===== config.mk =====
export PLATFORM = sky130hd
export DESIGN_NAME = fifo_flex
export DESIGN_NICKNAME = d
export VERILOG_FILES = /design/src/rtl/fifo_flex.sv
export SDC_FILE = /design/constraint.sdc
export NUM_CORES = 1
export LEC_CHECK = 0
export BUFFER_PORTS_ARGS = -buffer_cell sky130_fd_sc_hd__buf_2
export CAP_MARGIN = 25
export CELL_PAD_IN_SITES_DETAIL_PLACEMENT = 0
export CELL_PAD_IN_SITES_GLOBAL_PLACEMENT = 1
export CORE_UTILIZATION = 41
export DETAILED_ROUTE_END_ITERATION = 8
export PLACE_DENSITY = 0.72
export SETUP_SLACK_MARGIN = 0.05
export SLEW_MARGIN = 20
export SYNTH_ARGS = -nofsm -noshare
export SYNTH_HDL_FRONTEND = slang
export SYNTH_SLANG_ARGS = --single-unit

===== constraint.sdc =====
create_clock -name clk -period 2.3 [get_ports clk]
set_input_delay 0.46 -clock clk [delete_from_list [all_inputs] [get_ports clk]]
set_output_delay 0.46 -clock clk [all_outputs]
set_load 0.01 [all_outputs]

===== src/rtl/fifo_flex.sv =====
// -----------------------------------------------------------------------------
// fifo_flex -- single-clock show-ahead FIFO with occupancy count, programmable
// almost-full / almost-empty thresholds and sticky overflow / underflow flags.
//
// Parameters
//   DWIDTH    data word width
//   AWIDTH    address width, DEPTH = 2**AWIDTH
//   AF_LEVEL  almost_full  asserts when count >= AF_LEVEL
//   AE_LEVEL  almost_empty asserts when count <= AE_LEVEL
//
// Ports
//   clk           clock, all state changes on the rising edge
//   reset         synchronous active-high reset (highest priority)
//   clear         synchronous flush of contents and error flags
//   wr / w_data   write request and data
//   rd            read request, pops the head word
//   r_data        head word, valid whenever empty = 0
//   empty, full, almost_empty, almost_full   registered status flags
//   count         occupancy 0..DEPTH
//   overflow      sticky: a write was refused
//   underflow     sticky: a read was refused
// -----------------------------------------------------------------------------
module fifo_flex #(
  parameter int DWIDTH   = 8,
  parameter int AWIDTH   = 2,
  parameter int AF_LEVEL = (2**AWIDTH) - 1,
  parameter int AE_LEVEL = 1
) (
  input  logic              clk,
  input  logic              reset,
  input  logic              clear,
  input  logic              wr,
  input  logic [DWIDTH-1:0] w_data,
  input  logic              rd,
  output logic [DWIDTH-1:0] r_data,
  output logic              empty,
  output logic              full,
  output logic              almost_empty,
  output logic              almost_full,
  output logic [AWIDTH:0]   count,
  output logic              overflow,
  output logic              underflow
);

  localparam int              DEPTH   = 2**AWIDTH;
  localparam logic [AWIDTH:0] DEPTH_C = DEPTH[AWIDTH:0];
  localparam logic [AWIDTH:0] AF_C    = AF_LEVEL[AWIDTH:0];
  localparam logic [AWIDTH:0] AE_C    = AE_LEVEL[AWIDTH:0];
  // Threshold flag values for an empty FIFO (count = 0).
  localparam logic            AE_RST  = (AE_LEVEL >= 0);
  localparam logic            AF_RST  = (AF_LEVEL <= 0);

  logic [DWIDTH-1:0] mem_q [DEPTH];

  logic [AWIDTH-1:0] w_ptr_q, w_ptr_d;
  logic [AWIDTH-1:0] r_ptr_q, r_ptr_d;
  logic [AWIDTH:0]   count_q, count_d;
  logic              empty_q, empty_d;
  logic              full_q, full_d;
  logic              ae_q, ae_d;
  logic              af_q, af_d;
  logic              ovf_q, ovf_d;
  logic              unf_q, unf_d;
  logic              w_acc, r_acc;

  // A write is taken while full only if a read frees the slot in the same
  // edge (pass-through). A read on empty is always refused, even with a
  // simultaneous write, because the head word does not exist yet.
  always_comb begin
    w_acc   = wr & (~full_q | rd);
    r_acc   = rd & ~empty_q;

    w_ptr_d = w_ptr_q;
    r_ptr_d = r_ptr_q;
    count_d = count_q;
    ovf_d   = ovf_q | (wr & ~w_acc);
    unf_d   = unf_q | (rd & ~r_acc);

    if (w_acc) w_ptr_d = w_ptr_q + AWIDTH'(1);
    if (r_acc) r_ptr_d = r_ptr_q + AWIDTH'(1);

    case ({w_acc, r_acc})
      2'b10:   count_d = count_q + (AWIDTH+1)'(1);
      2'b01:   count_d = count_q - (AWIDTH+1)'(1);
      default: count_d = count_q;
    endcase

    // Flush overrides any request seen in the same cycle.
    if (clear) begin
      w_ptr_d = '0;
      r_ptr_d = '0;
      count_d = '0;
      ovf_d   = 1'b0;
      unf_d   = 1'b0;
    end

    // Flags derive from the next count so they line up with count itself.
    empty_d = (count_d == '0);
    full_d  = (count_d == DEPTH_C);
    ae_d    = (count_d <= AE_C);
    af_d    = (count_d >= AF_C);
  end

  always_ff @(posedge clk) begin
    if (reset) begin
      w_ptr_q <= '0;
      r_ptr_q <= '0;
      count_q <= '0;
      empty_q <= 1'b1;
      full_q  <= 1'b0;
      ae_q    <= AE_RST;
      af_q    <= AF_RST;
      ovf_q   <= 1'b0;
      unf_q   <= 1'b0;
    end else begin
      w_ptr_q <= w_ptr_d;
      r_ptr_q <= r_ptr_d;
      count_q <= count_d;
      empty_q <= empty_d;
      full_q  <= full_d;
      ae_q    <= ae_d;
      af_q    <= af_d;
      ovf_q   <= ovf_d;
      unf_q   <= unf_d;
    end
  end

  // Storage has no reset; stale words are unreachable once pointers are zeroed.
  always_ff @(posedge clk) begin
    if (w_acc && !reset && !clear) mem_q[w_ptr_q] <= w_data;
  end

  assign r_data       = mem_q[r_ptr_q];
  assign empty        = empty_q;
  assign full         = full_q;
  assign almost_empty = ae_q;
  assign almost_full  = af_q;
  assign count        = count_q;
  assign overflow     = ovf_q;
  assign underflow    = unf_q;

endmodule


==> results of run 1 <==
## cells by family (layout without fill, tap and decap cells)
kind of cell	after synthesis	after routing	synth area share, %
compound gates	12	12	4.23
xor+xnor	4	4	1.91
fa+ha+maj	6	6	4.51
buf+inv	9	51	1.91
flops	47	47	68.9
mux	9	9	10.4
simple gates	27	27	8.20
## state kept, by name, indices dropped and copies added, names as in the netlist, 2 cells and up, named ones only
register,flops
count,3
mem_q,32
r_ptr_q,2
w_ptr_q,2
## per-layer routing
layer	wire length [um]	global-route usage (%)	share of wire [%]	vias to the layer above
li1	-	-	-	512
met1	1310	18.1	42	485
met2	1580	25.1	51	25
met3	143	5.43	4.6	5
met4	48	6.12	1.6	0
met5	0	0	0	-
## critical path, cell delays in order, from the launching register on
cell and delay (ps):
dfxtp_1 340, nor2b_1 150, nor2_1 160, inv_1 60, ha_1 220, fa_2 340, xnor2_1 150, or4_4 460
and3b_1 210
## cells in the mapped netlist (all sizes together) (2+ instances only)
| cell | n | share of area, % |
|---|---|---|
| inv | 5 | 1.0 |
| xor2 | 2 | 0.96 |
| edfxtp | 32 | 52 |
| ha | 5 | 3.4 |
| a21oi | 5 | 1.4 |
| nand3 | 2 | 0.55 |
| clkbuf | 2 | 0.41 |
| mux4 | 8 | 9.8 |
| dfxtp | 15 | 16 |
| o211ai | 2 | 0.82 |
| nor2b | 2 | 0.68 |
| nor3b | 2 | 0.82 |
| o21ai | 2 | 0.55 |
| xnor2 | 2 | 0.96 |
| buf | 2 | 0.48 |
| nor2 | 10 | 2.0 |
| and3 | 5 | 1.7 |
## stage by stage
stage	instances	area, um^2	power [mW]
2_1_floorplan	114	1830	0.993
3_3_place_gp	197	2080	1.04
3_5_place_dp	197	2080	1.04
4_1_cts	205	2170	1.52
5_1_grt	206	2180	1.57
6_report	206	2180	1.51
## area by class of cell
type                    instances  area (um^2)
clock buffers                   5         68.8
well taps                      50         62.6
fillers                       357         1960
flip-flops and latches         47         1260
inverters                       5         18.8
repair buffers                 38          213
clock inverters                 3         20.0
multi-input cells              58          538
## power by group through the flow
stage / Combinational, mW / Sequential [mW] / Clock [mW]
floorplan: 0.0500 / 0.943 / 0
global placement: 0.0951 / 0.941 / 0
detailed placement: 0.0981 / 0.942 / 0
CTS: 0.0986 / 0.923 / 0.500
global route: 0.110 / 0.925 / 0.539
finish: 0.0983 / 0.922 / 0.486
## final timing paths
kind | startpoint | endpoint | slack (ps) | cells past startpoint
max reg2reg | full | almost_empty | 120 | 8
min | w_data[7] | mem_q[0][7] | 370 | 1
min reg2reg | underflow | underflow | 470 | 2
max | full | almost_empty | 120 | 8
## repair_timing
item | 4_1_cts | 5_1_grt
endpoints found under the setup margin | 0 | 4
hold buffers | 0 | 0
setup buffers | 0 | 1
resized for setup | 0 | 1
==> reports/qor.yml, run 1 <==
sta:
  fmax_ghz: 0.459
  tns_ps: 0
  hold_ws_ps: 375
  setup_viol: 0
  tightest_slew_ps: 442
  min_period_ps: 2180
  final_max_slew_viol_count: 0
  report.final.hold_viol_count: 0
  rsz0062_at_grt: "false"
  post-route-period-util_pct: 94.7
  setup_ws_ps: 122
  skew_ps: 7.44
  slew_headroom_pct: 70.5
die:
  dieWidth_um: 68.8
  fp.dieH_um: 68.8
  initial_core_util_pct: 44.2
  rows: 23
  core_um2: 4140
  ios: 30
  die-area_um2: 4740
power:
  power_leakage_nw: 0.827
  p_per_area_nw_per_um2: 691
  switching_share_pct: 22.2
  power.switching_mw: 0.334
  vdd_drop_max_mv: 0.345
  p_int_mw: 1.17
  power_frac_clock_pct: 32.3
  p_seq_share_pct: 61.2
  p_comb_share_pct: 6.5
synth:
  yosys.cell_types.count: 29
  synthFlopType: "edfxtp_1"
  synthesis.area_um2: 1830
  avgSynthCellArea_um2: 16.1
  ys_warn_count: 0
  syn_inst: 114
  synth-async-reset-ratio_pct: 0
  synth-edff-count: 32
  ys_ff_latch: 47
  seq_area_frac_synth_pct: 68.9
  synthesis.nets: 133
worst_hold_path:
  min_path_type: "input port to flop"
clock_network:
  htreeDepth: 2
  cts.sinks: 47
  cts.clk_slew.worst_paths_ps: 90
  clk_path_buf_depth: 2
  clkLatencyLatePin_ps: 300
  cts_tree: "yes"
  cts_made_buffers: 5
  root_buffer: "clkbuf_8"
detailed_routing:
  drt-total-wl_um: 3090
  drtPass1Iterations: 4
  vias: 1027
  ant_nets: 0
  wl_per_cell_um: 15.0
  drc_errors: 0
  drt_iter0_drc: 83
  viasPerCell: 4.99
run:
  maxCapViolCount: 0
cells_and_area:
  final_common_cell: "edfxtp_1"
  drive_gt1_share_pct: 35.9
  layout_common_cells: "edfxtp_1 (32), buf_2 (29), dfxtp_1 (15)"
  area_growth_pct: 19.1
  fin_util_pct: 52.7
  fin_nets: 174
  n_antenna_cell: 0
setup_path:
  cp.arrival_ps: 2370
  start_kind: "flop"
  end_kind: "flop"
  cp_max_fo: 5
  critical_path_class: "flop to flop"
  crit_required_ps: 2500
global_routing:
  grt_pass1_vias: 1032
  grt_pass1_wl_um: 4910
  groute.usage.overall_pct: 15.3
  antenna_found_initial: 0
  grt_max_degree: 16
  overflow: 0
place:
  dpl_worst_slack_ps: -72.0
  dp_hpwl_um: 2200
  routabilityCongestion: 0.787
  port_buffers: 29
run_status:
  status: "finished, final reports clean"
(Power assumes the default switching activity.)
==> inputs of run 2 (changes only) <==
CORE_UTILIZATION = 49   (was 41)
PLACE_DENSITY = 0.8   (was 0.72)
clock period = 2.6 ns   (was 2.3 ns; I/O delays follow)
==> run 2 against run 1 <==
Die area down 16%. Flip-flop and latch count unchanged. Total power down 0.11%. Sequential share of layout area up 0.64 points. Largest cell class unchanged.
==> reports/qor.yml, run 2 (synthesized netlist as in run 1, its figures left out) <==
sta:
  rsz0062_at_grt: "false"  # unchanged
  tightest_slew_ps: 513  # was 442 ps
  setup_ws_ps: 364  # was 122 ps
  tns_ps: 0  # unchanged
  final_max_slew_viol_count: 0  # unchanged
  min_period_ps: 2240  # was 2180 ps
  skew_ps: 3.84  # was 7.44 ps
  setup_viol: 0  # unchanged
  fmax_ghz: 0.447  # was 0.459 GHz
  slew_headroom_pct: 65.8  # was 70.5%
  report.final.hold_viol_count: 0  # unchanged
  post-route-period-util_pct: 86.0  # was 94.7%
clock_network:
  root_buffer: "clkbuf_8"  # unchanged
  cts_setup_buffers: 0  # unchanged
  clkLatencyLatePin_ps: 290  # was 300 ps
  cts_tree: "yes"  # unchanged
  htreeDepth: 2  # unchanged
  cts_made_buffers: 5  # unchanged
  cts.sinks: 47  # unchanged
  cts.clk_slew.worst_paths_ps: 80  # was 90 ps
  hold_buffers: 0  # unchanged
  cts-resized-gates: 0  # unchanged
  clk_path_buf_depth: 2  # unchanged
setup_path:
  reg2reg_depth: 8  # unchanged
  cp_max_fo: 5  # unchanged
  r2r-start: "full"  # unchanged
  crit_required_ps: 2790  # was 2500 ps
  slowest_delay_ps: 460  # about the same
  start_kind: "flop"  # unchanged
  cp.arrival_ps: 2430  # was 2370 ps
  path_cells: "nor2b_1 > nor2_1 > inv_1 > ha_1 > fa_1 > xnor2_1 > or4_4 > and3b_1"  # was nor2b_1 > nor2_1 > inv_1 > ha_1 > fa_2 > xnor2_1 > or4_4 > and3b_1
  rr_endpoint: "almost_empty"  # unchanged
  reg2reg_slack_ps: 360  # was 120 ps
  cpMaxStageDelayCell: "or4_4"  # unchanged
  end_kind: "flop"  # unchanged
  critical_path_class: "flop to flop"  # unchanged
global_routing:
  grt_max_degree: 15  # was 16
  grt_pass1_vias: 1004  # was 1032
  groute.usage.overall_pct: 15.7  # was 15.3%
  grt_pass1_wl_um: 4510  # was 4910 um
  antenna_found_initial: 0  # unchanged
  overflow: 0  # unchanged
die:
  fp.dieH_um: 63.1  # was 68.8 um
  core_um2: 3470  # was 4140 um^2
  die-area_um2: 3990  # was 4740 um^2
  dieWidth_um: 63.1  # was 68.8 um
  initial_core_util_pct: 52.8  # was 44.2%
  rows: 21  # was 23
  ios: 30  # unchanged
run_status:
  status: "finished, final reports clean"  # unchanged
worst_hold_path:
  min_path_type: "input port to flop"  # unchanged
  hold_depth: 1  # unchanged
  min_from: "w_data[7]"  # unchanged
  min_to: "mem_q[0][7]"  # unchanged
detailed_routing:
  ant_nets: 0  # unchanged
  wl_per_cell_um: 14.3  # was 15.0 um
  drt-total-wl_um: 2780  # was 3090 um
  vias: 1000  # was 1027
  viasPerCell: 5.15  # was 4.99
  drtPass1Iterations: 4  # unchanged
  drt_iter0_drc: 25  # was 83
  drc_errors: 0  # unchanged
cells_and_area:
  area_growth_pct: 17.8  # was 19.1%
  drive_gt1_share_pct: 31.8  # was 35.9%
  stdcell_count: 194  # was 206
  final_common_cell: "edfxtp_1"  # unchanged
  fin_nets: 166  # was 174
  n_antenna_cell: 0  # unchanged
  layout_common_cells: "edfxtp_1 (32), buf_2 (29), dfxtp_1 (15)"  # unchanged
  largest_register_ffs: 32  # unchanged
  largest_register: "mem_q"  # unchanged
  reg.largest.list: "mem_q: 32 flops, count: 3 flops"  # unchanged
  postLayoutCellArea_um2: 2160  # was 2180 um^2
place:
  dp_hpwl_um: 1980  # was 2200 um
  placed_cell_area_um2: 2030  # was 2080 um^2
  routabilityCongestion: 0.705  # was 0.787
  port_buffers: 29  # unchanged
  placedCellCount: 186  # was 197
  dpl_worst_slack_ps: 153  # was -72.0 ps
run:
  maxCapViolCount: 0  # unchanged
power:
  power_leakage_nw: 0.811  # was 0.827 nW
  vdd_drop_max_mv: 0.493  # was 0.345 mV
  power.total_mw: 1.51  # about the same
  p_per_area_nw_per_um2: 698  # was 691 nW/um^2
==> run 2: per-stage QoR <==
| step | util (%) | hold slack (ps) |
|---|---|---|
| 2_1_floorplan | - | 484 |
| 5_1_grt | 62.2 | 428 |
| 3_5_place_dp | 58.4 | 464 |
| 4_1_cts | 62.2 | 431 |
| 3_3_place_gp | 58.4 | 449 |
| 6_report | 62.2 | 437 |
==> run 2: routing by layer <==
metal | vias up | share of wire (%) | track usage (%)
met5 | - | 0 | 0
met4 | 0 | 2.8 | 9.88
met3 | 9 | 4.3 | 3.62
met2 | 26 | 50 | 26.7
met1 | 474 | 43 | 17.6
li1 | 491 | - | -
==> run 2: worst max-delay path: cells and delay by family (launching register included) <==
| family | cells | cell delay (ps) |
|---|---|---|
| xor gates and xnor gates | 1 | 160 |
| adders and majority gates | 2 | 640 |
| DFF | 1 | 330 |
| and+or+nand+nor | 4 | 950 |
| buffers and inverters | 1 | 60 |
==> run 2: worst max path at each step <==
stage | start | endpoint | cells past startpoint
after floorplan | rd | almost_empty | 8
after global routing | flop | r_data[7] | 2
after detailed placement | rd | almost_empty | 9
final | full | almost_empty | 8
after global placement | rd | almost_empty | 9
after CTS | full | almost_empty | 8
==> run 2: where the power goes <==
group	internal (mW)	switching (mW)	leakage, nW	total, mW
clock	0.384	0.227	0.0654	0.611
combinational	0.0357	0.0414	0.335	0.0771
sequential	0.808	0.00885	0.411	0.817
==> run 2: cell type report <==
type	count	area, um^2
repair buffers	30	153
well taps	46	57.6
fillers	277	1310
clock buffers	6	72.6
multi-input cells	58	536
inverters	5	18.8
flip-flops and latches	47	1260
clock inverters	2	60.1
==> inputs of run 3 (changes only) <==
BUFFER_PORTS_ARGS = -buffer_cell sky130_fd_sc_hd__buf_4   (was -buffer_cell sky130_fd_sc_hd__buf_2)
==> run 3 against run 2 <==
Highest routed layer unchanged. Fmax down 3.0%. Sequential share of layout area is 0.64 points lower. Critical path depth is the same. Clock skew increased by 2.6 ps. Worst setup slack worse by 70 ps. Largest cell class unchanged. First-iteration DRC count is 76% higher. Global-route usage is 0.13 points higher. Die area unchanged. Clock power decreased by 30%. Combinational power up 11%. Routed wire length rose by 0.54%. Largest power group unchanged.
==> reports/qor.yml, run 3 (synthesized netlist as in run 1, its figures left out) <==
setup_path:
  reg2reg_slack_ps: 290  # was 360 ps
  r2r-start: "full"  # unchanged
  rr_endpoint: "almost_empty"  # unchanged
  start_kind: "flop"  # unchanged
  cp.arrival_ps: 2490  # was 2430 ps
  crit_required_ps: 2780  # was 2790 ps
  reg2reg_depth: 8  # unchanged
  critical_path_class: "flop to flop"  # unchanged
  end_kind: "flop"  # unchanged
  cp_max_fo: 5  # unchanged
clock_network:
  cts_made_buffers: 5  # unchanged
  hold_buffers: 0  # unchanged
  cts.clk_slew.worst_paths_ps: 80  # about the same
  clkLatencyLatePin_ps: 290  # about the same
  cts-resized-gates: 0  # unchanged
  cts.sinks: 47  # unchanged
  htreeDepth: 2  # unchanged
  root_buffer: "clkbuf_8"  # unchanged
  clk_path_buf_depth: 2  # unchanged
  cts_setup_buffers: 0  # unchanged
  cts_tree: "yes"  # unchanged
die:
  rows: 21  # unchanged
  initial_core_util_pct: 52.8  # unchanged
  dieWidth_um: 63.1  # unchanged
  fp.dieH_um: 63.1  # unchanged
  core_um2: 3470  # unchanged
  die-area_um2: 3990  # unchanged
  ios: 30  # unchanged
place:
  dp_hpwl_um: 2040  # was 1980 um
  dpl_worst_slack_ps: 95.6  # was 153 ps
  routabilityCongestion: 0.698  # was 0.705
  port_buffers: 29  # unchanged
cells_and_area:
  fin_nets: 165  # was 166
  area_growth_pct: 19.1  # was 17.8%
  reg.largest.list: "mem_q: 32 flops, count: 3 flops"  # unchanged
  drive_gt1_share_pct: 31.3  # was 31.8%
  layout_common_cells: "edfxtp_1 (32), buf_4 (29), dfxtp_1 (15)"  # was edfxtp_1 (32), buf_2 (29), dfxtp_1 (15)
  largest_register_ffs: 32  # unchanged
  n_antenna_cell: 0  # unchanged
  final_common_cell: "edfxtp_1"  # unchanged
  largest_register: "mem_q"  # unchanged
detailed_routing:
  drc_errors: 0  # unchanged
  viasPerCell: 5.17  # was 5.15
  drt-total-wl_um: 2790  # was 2780 um
  vias: 998  # was 1000
  wl_per_cell_um: 14.5  # was 14.3 um
  ant_nets: 0  # unchanged
  drtPass1Iterations: 4  # unchanged
  drt_iter0_drc: 44  # was 25
sta:
  slew_headroom_pct: 63.9  # was 65.8%
  final_max_slew_viol_count: 0  # unchanged
  setup_ws_ps: 294  # was 364 ps
  report.final.hold_viol_count: 0  # unchanged
  skew_ps: 6.41  # was 3.84 ps
  min_period_ps: 2310  # was 2240 ps
  tns_ps: 0  # unchanged
  fmax_ghz: 0.434  # was 0.447 GHz
  rsz0062_at_grt: "false"  # unchanged
  setup_viol: 0  # unchanged
  post-route-period-util_pct: 88.7  # was 86.0%
  tightest_slew_ps: 540  # was 513 ps
run_status:
  status: "finished, final reports clean"  # unchanged
worst_hold_path:
  min_path_type: "input port to flop"  # unchanged
  hold_depth: 1  # unchanged
  min_to: "mem_q[0][6]"  # was mem_q[0][7]
  min_from: "w_data[6]"  # was w_data[7]
power:
  power_leakage_nw: 0.810  # was 0.811 nW
  p_per_area_nw_per_um2: 610  # was 698 nW/um^2
  vdd_drop_max_mv: 0.428  # was 0.493 mV
global_routing:
  grt_pass1_vias: 954  # was 1004
  groute.usage.overall_pct: 15.8  # was 15.7%
  grt_max_degree: 15  # unchanged
  grt_pass1_wl_um: 4540  # was 4510 um
  antenna_found_initial: 0  # unchanged
  overflow: 0  # unchanged
run:
  maxCapViolCount: 0  # unchanged
==> run 3: worst max path at each step <==
stage / from / to / depth (start not counted)
floorplan: rd / almost_empty / 8
global placement: rd / almost_empty / 9
detailed placement: rd / almost_empty / 9
CTS: full / almost_empty / 8
global route: full / almost_empty / 8
finish: full / almost_empty / 8
==> run 3: power by group <==
group          internal [mW]  switching [mW]  total [mW]
logic                 0.0446          0.0410      0.0856
clock network          0.214           0.214       0.429
registers              0.809         0.00915       0.818
==> run 3: stage by stage <==
stage	power [mW]	instances	util (%)	hold slack [ps]	instance area, um^2
floorplan	0.878	114	-	484	1830
global placement	0.919	185	60.3	456	2090
detailed placement	0.922	185	60.3	462	2090
CTS	1.34	193	62.9	422	2180
global route	1.38	193	62.9	413	2180
finish	1.33	193	62.9	427	2180
==> run 3: worst max-delay path, stage by stage (launching register included) <==
cell	delay, ps
dfxtp_1	330
nor2b_1	160
nor2_1	210
inv_1	80
ha_1	240
fa_1	380
xnor2_1	150
or4_4	460
and3b_1	200
==> run 3: final cells by class <==
class / count / area, um^2
multi-input cells: 58 / 536
flip-flops and latches: 47 / 1260
fillers: 282 / 1290
well taps: 46 / 57.6
repair buffers: 29 / 218
clock inverters: 1 / 5.00
clock buffers: 7 / 86.3
inverters: 5 / 18.8
==> run 3: routing by layer <==
layer	GRT usage (%)	vias up	routed length, um
met3	5.07	4	145
met4	5.23	0	23
li1	-	487	-
met5	0	-	0
met2	25.1	27	1370
met1	20.5	480	1260
